--- config.mk ---
export PLATFORM = sky130hd
export DESIGN_NAME = spi_master_driver
export DESIGN_NICKNAME = d
export VERILOG_FILES = /design/src/rtl/spi_master_driver_pkg.sv /design/src/rtl/spi_master_driver.sv
export SDC_FILE = /design/constraint.sdc
export NUM_CORES = 1
export LEC_CHECK = 0
export ABC_AREA = 1
export BUFFER_PORTS_ARGS = -buffer_cell sky130_fd_sc_hd__buf_4
export CAP_MARGIN = 20
export CORE_AREA = 3 3 79 51
export CTS_CLUSTER_DIAMETER = 200
export DETAILED_ROUTE_END_ITERATION = 10
export DIE_AREA = 0 0 82 54
export PLACE_DENSITY_LB_ADDON = 0.05
export SYNTH_ARGS = -nofsm -noshare
export SYNTH_HDL_FRONTEND = slang
export SYNTH_SLANG_ARGS = --single-unit
--- constraint.sdc ---
create_clock -name clk -period 1.4 [get_ports clk]
set_clock_uncertainty 0.05 [all_clocks]
set_input_delay 0.42 -clock clk [delete_from_list [all_inputs] [get_ports clk]]
set_output_delay 0.42 -clock clk [all_outputs]
set_load 0.02 [all_outputs]
--- src/rtl/spi_master_driver_pkg.sv ---
// spi_master_driver_pkg: shared state, frame-size and command encodings for the SPI master driver
package spi_master_driver_pkg;
  typedef enum logic [2:0] {M_IDLE, M_SHIFT, M_WAIT, M_CAPTURE, M_GAP} spi_master_state_e;
  localparam int FRAME_BITS = 11;
  localparam int RDATA_BITS = 8;
  localparam logic [2:0] WRITE_ADDR = 3'b000;
  localparam logic [2:0] WRITE_DATA = 3'b001;
  localparam logic [2:0] READ_ADDR  = 3'b110;
  localparam logic [2:0] READ_DATAA = 3'b111;
  function automatic logic cmd_legal(input logic [2:0] c);
    return c inside {WRITE_ADDR, WRITE_DATA, READ_ADDR, READ_DATAA};
  endfunction
endpackage

--- src/rtl/spi_master_driver.sv ---
// spi_master_driver: serialises one command/byte request into an SS_n/MOSI frame and captures the MISO reply
module spi_master_driver
  import spi_master_driver_pkg::*;
#(
  parameter int READ_LATENCY = 2,
  parameter int MIN_GAP = 1
) (
  input  logic       clk,
  input  logic       rst,
  input  logic       req_valid,
  output logic       req_ready,
  input  logic [2:0] req_cmd,
  input  logic [7:0] req_data,
  output logic       SS_n,
  output logic       MOSI,
  input  logic       MISO,
  output logic       rsp_valid,
  output logic [7:0] rsp_data,
  output logic       cmd_err,
  output logic       busy
);
  localparam logic [4:0] SHIFT_LOAD = 5'(FRAME_BITS - 1);
  localparam logic [4:0] CAP_LOAD = 5'(RDATA_BITS - 1);
  localparam logic [4:0] WAIT_LOAD = 5'(READ_LATENCY - 1);
  localparam logic [4:0] GAP_LOAD = 5'(MIN_GAP - 1);
  spi_master_state_e state, state_n;
  logic [4:0] cnt, cnt_n;
  logic [FRAME_BITS-1:0] sreg;
  logic [RDATA_BITS-2:0] rx;
  logic rd;
  logic accept;
  assign accept = req_valid && req_ready;
  assign req_ready = state == M_IDLE && !rst;
  assign busy = state != M_IDLE;
  assign SS_n = !(state inside {M_SHIFT, M_WAIT, M_CAPTURE});
  assign MOSI = state == M_SHIFT && sreg[FRAME_BITS-1];
  always_comb begin
    state_n = state;
    cnt_n = cnt - 5'd1;
    case (state)
      M_IDLE: if (accept && cmd_legal(req_cmd)) begin
        state_n = M_SHIFT;
        cnt_n = SHIFT_LOAD;
      end
      M_SHIFT: if (cnt == 5'd0) begin
        state_n = !rd ? M_GAP : READ_LATENCY == 0 ? M_CAPTURE : M_WAIT;
        cnt_n = !rd ? GAP_LOAD : READ_LATENCY == 0 ? CAP_LOAD : WAIT_LOAD;
      end
      M_WAIT: if (cnt == 5'd0) begin
        state_n = M_CAPTURE;
        cnt_n = CAP_LOAD;
      end
      M_CAPTURE: if (cnt == 5'd0) begin
        state_n = M_GAP;
        cnt_n = GAP_LOAD;
      end
      M_GAP: if (cnt == 5'd0) state_n = M_IDLE;
      default: state_n = M_IDLE;
    endcase
  end
  always_ff @(posedge clk) begin
    if (rst) begin
      state <= M_IDLE;
      cnt <= '0;
    end else begin
      state <= state_n;
      cnt <= cnt_n;
    end
  end
  // Response byte is published on the last capture edge so rsp_valid lands in the first GAP cycle.
  always_ff @(posedge clk) begin
    if (rst) begin
      sreg <= '0;
      rx <= '0;
      rd <= 1'b0;
      rsp_data <= '0;
      rsp_valid <= 1'b0;
      cmd_err <= 1'b0;
    end else begin
      rsp_valid <= state == M_CAPTURE && cnt == 5'd0;
      cmd_err <= accept && !cmd_legal(req_cmd);
      if (accept) begin
        sreg <= {req_cmd, req_data};
        rd <= req_cmd == READ_DATAA;
      end else if (state == M_SHIFT) sreg <= {sreg[FRAME_BITS-2:0], 1'b0};
      if (state == M_CAPTURE) begin
        rx <= {rx[RDATA_BITS-3:0], MISO};
        if (cnt == 5'd0) rsp_data <= {rx, MISO};
      end
    end
  end
endmodule

-- Word level (Yosys, flattened, before mapping)
Index checks and enable logic that the tools add are counted.
- flip-flop bits (word level): 37
- bits of input ports: 15
- output and inout port bits: 14
- logic and storage cells: 54
- add/subtract/negate cells: 1
- eq/ne operators: 12
- mux-type cells: 15
- reduce and logical (&&, ||, !) cells: 18
- operators with widths (kind ; count):
    two-way mux 11 bit ; 2
    two-way mux 5 bit ; 4
    case mux 5 bit (4 select lines) ; 1
    two-way mux 3 bit ; 6
    case mux 3 bit (5 select lines) ; 1
    equality test 3 bit (second input constant) ; 3
    equality test 3 x 1 -> 1 bit (second input constant) ; 2
    equality test 3 x 2 -> 1 bit (second input constant) ; 2
    logical AND 1 bit ; 6
    zero test 3 bit ; 2
    inequality test 2 x 1 -> 1 bit (second input constant) ; 3
    nonzero test 3 bit ; 2
    zero test 5 bit ; 1
    AND reduction 5 bit ; 1
    subtractor 5 x 1 -> 5 bit (second input constant) ; 1
    inequality test 2 bit (second input constant) ; 2
    nonzero test 4 bit ; 1
    zero test 1 bit ; 3
    AND reduction 2 bit ; 1
    nonzero test 2 bit ; 1
    two-way mux 1 bit ; 1

-- Logic depth before layout (Yosys ltp)
- depth in word-level cells: 6
- mapped depth: 10
- gate-level depth less buffers: 10

-- Worst setup path before layout
No wires, ideal clock.
- kind: input to output
- start: in rst
- end: out req_ready
- arrival: 1.135 ns
- data required time: 0.930 ns
- setup slack: -0.205 ns
- stages on the path: 3
- buffers on the path: 2
- cell sequence: clkbuf_1 -> clkbuf_1 -> nor2_1
- word-level cells in the longest chain between the ends: 2
- ends and longest elaborated chain (what ; line ; text):
    from (decl) ; spi_master_driver.sv:9 ; input logic rst,
    zero test 1 bit ; spi_master_driver.sv:33 ; assign req_ready = state == M_IDLE && !rst;
    logical AND 1 bit ; spi_master_driver.sv:33 ;
    to (decl) ; spi_master_driver.sv:11 ; output logic req_ready,
Every way passes these cells.

-- Final worst setup path
- start: reg state[2]
- end: out req_ready
- word-level cells in the longest chain between the ends: 2
- ends and longest elaborated chain (what ; line ; text):
    from (decl) ; spi_master_driver.sv:26 ; spi_master_state_e state, state_n;
    from (signal assigned) ; spi_master_driver.sv:66 ; state <= state_n;
    zero test 3 bit ; spi_master_driver.sv:33 ;
    logical AND 1 bit ; spi_master_driver.sv:33 ;
Every way passes these cells.

==> metrics.txt <==
Core ar.=3280 µm²; compound-gate portion of the synthesized area=15.8%; die area=4430 µm²; period utilization=117%; Routed Antenna Nets=0; WP data arrival=1.17 ns; Post-synth EDFFs=0; CP Capture Type=primary output; Remaining Overflow, GRT=0; via total after detailed routing=around 1.6k; CP max FO=4; drt pass-1 iters=4; failing checks=negative setup slack; outcome=finished with violations; RSZ-0062 raised after global routing=true; Via density=slightly below 5; Power Dens Cells=1770 nW/µm²; H-tree depth=2; # diodes=0; worst slew pin tran=0.281 ns; post-synthesis xor/xnor area fraction=1.07%; ys async rst share=0%; clk slew on worst S/H paths=0.08 ns; routed wire length=3.99 mm; leak pwr=0.977 nW; CTS tree=built; slack of the critical path=-0.238 ns; CTS Hold Buffers Added=0; critical path, cell by cell=buf_6, nor2_4, nand2_4, nor2_4, buf_6; pre-CTS worst setup slack=-0.0442 ns; # DRC=0; Peak supply drop=between 900 and 1000 µV; crit path time final=1.64 ns; worst-skew pair later-pin latency=0.29 ns; library cells used by synthesis=25; syn nets=235; per-cell routed wire length=12.5 µm; Power Total=4.07 mW; row count=16; Hold Crit Class=primary input to register; Initial Utilization=49.7%; Worst Path Required=just over 0.9 ns; main combinational cell family by area after synthesis=simple AND/OR/NAND/NOR gates; Fin Setup TNS=-3.93 ns; Synth Area in Adders=0.767%; Synth Area per Inst=7.44 µm²; Startpoint Class=register; cells after synthesis=219; Max stage delay cell, worst path=dfxtp_4; fin. max-slew vios=0; largest net degree at the start of global routing=19; Crit Path Class=register to primary output; Multi-input gate area=roughly 860 µm²; first-pass GRT wire length=6.21 mm; Fill cells=276; GPL Wtd Cong=0.811; simple-gate share of the synthesized area=28.7%; # IOs=29; IO buf count=28; relative slew slack=81.1%; Die Wd=82 µm; synth warn=0; max-cap violations=0; Root Buffer=clkbuf_8; Detailed Route Iter0 Violations=75; detailed placement HPWL=2.59 mm; register area=748 µm²; all-layer global routing usage=19.0%; initial antenna violation count=0; Synth Flop Type=dfxtp_1; Max Buffers Root-to-Sink=2; slowest stage delay, CP=0.37 ns; Area Overhead vs Synth=41.2%; layout cells sized above 1=37.8%; worst hold slack=between 0.2 and 0.3 ns; TritonCTS Buffers=5; Post-Synthesis Cell Area=between 1500 and 2000 µm²; Seq/Total Area, Yosys=45.4%; Die H=54 µm; clk sinks=37; mux contribution to synthesized area=0%; register bit total from synthesis=37; Final nets=between 200 and 300; vias in the first global route=1,313; Fin. Hold Viols=0; fmax=0.611 GHz; endpoints failing setup=27
## path summary, 6_finish.rpt
path | start | endpoint | slack, ns | depth (start not counted)
min | MISO | rsp_data[0] | 0.30 | 3
max reg2reg | state[2] | state[1] | -0.21 | 10
max | state[2] | req_ready | -0.24 | 5
min reg2reg | sreg[0] | sreg[0] | 0.41 | 2
## worst max-delay path: cells and delay by family, from the launching register on
kind                   cells  cell delay, ns
DFF                        1            0.37
and+or+nand+nor            3            0.27
buffers and inverters      2            0.24
## per-layer routing
metal	global-route usage [%]	wire length (µm)
met5	0	0
met1	27.8	1980
met3	7.02	249
met4	4.97	16
met2	25.6	1750
## metrics by stage
stage | util, % | instance area (µm²) | std cells
2_1_floorplan | - | 1660 | 219
3_3_place_gp | 62.1 | 2040 | 306
3_5_place_dp | 62.1 | 2040 | 306
4_1_cts | 66.6 | 2190 | 316
5_1_grt | 70.1 | 2300 | 320
6_report | 70.1 | 2300 | 320
## power breakdown
group,internal [mW],total [mW],switching [mW]
logic,0.849,1.83,0.983
clock network,0.535,0.921,0.386
registers,1.21,1.32,0.108
total,2.59,4.07,1.48
## final cells by class
cell class,count,area share [%]
clock inverter,2,1.68
clock buffer,6,3.15
timing repair buffer,56,19.5
multi-input combinational,156,37.3
sequential,37,32.5
tap,45,2.45
inverter,18,3.48
## cells in the mapped netlist, drive strengths merged, types with 3 or more instances
master	n	area [µm²]
nor2	42	178
o21ai	18	93.8
a31oi	11	68.8
a21oi	13	68.8
clkbuf	3	11.3
inv	18	70.1
nand2	57	219
nand3	6	35.0
nor3	3	15.0
buf	5	52.6
dfxtp	37	741
## cell families (layout without fill, tap and decap cells)
group | Yosys count | after routing
and+or+nand+nor | 109 | 109
AOI/OAI and AO/OA | 44 | 44
DFF | 37 | 37
buffers and inverters | 26 | 82
xor gates and xnor gates | 2 | 2
adders and majority gates | 1 | 1
## flip-flops by register name (all words and copies together), names as in the netlist
signal,cells
cmd_err,1
cnt,5
rd,1
rsp_data,8
rsp_valid,1
rx,7
sreg,11
state,3
## placed cells by master, fill, tap and decap left out, types with 6 or more instances in the layout
master   synthesis  layout
nand2_1         55      54
buf_4            1      51
nor2_1          38      34
dfxtp_1         37      33
a21oi_1         12      12
a31oi_1         11      11
inv_1           13       9
o21ai_2          1       9
o21ai_0         17       9
nor2_4           2       6
## timing repair
| item | CTS | global route |
|---|---|---|
| pin swaps | 3 | 15 |
| gates resized for setup | 9 | 32 |
| endpoints found under the setup margin | 14 | 32 |
| setup buffers | 2 | 4 |
(Power assumes the default switching activity.)
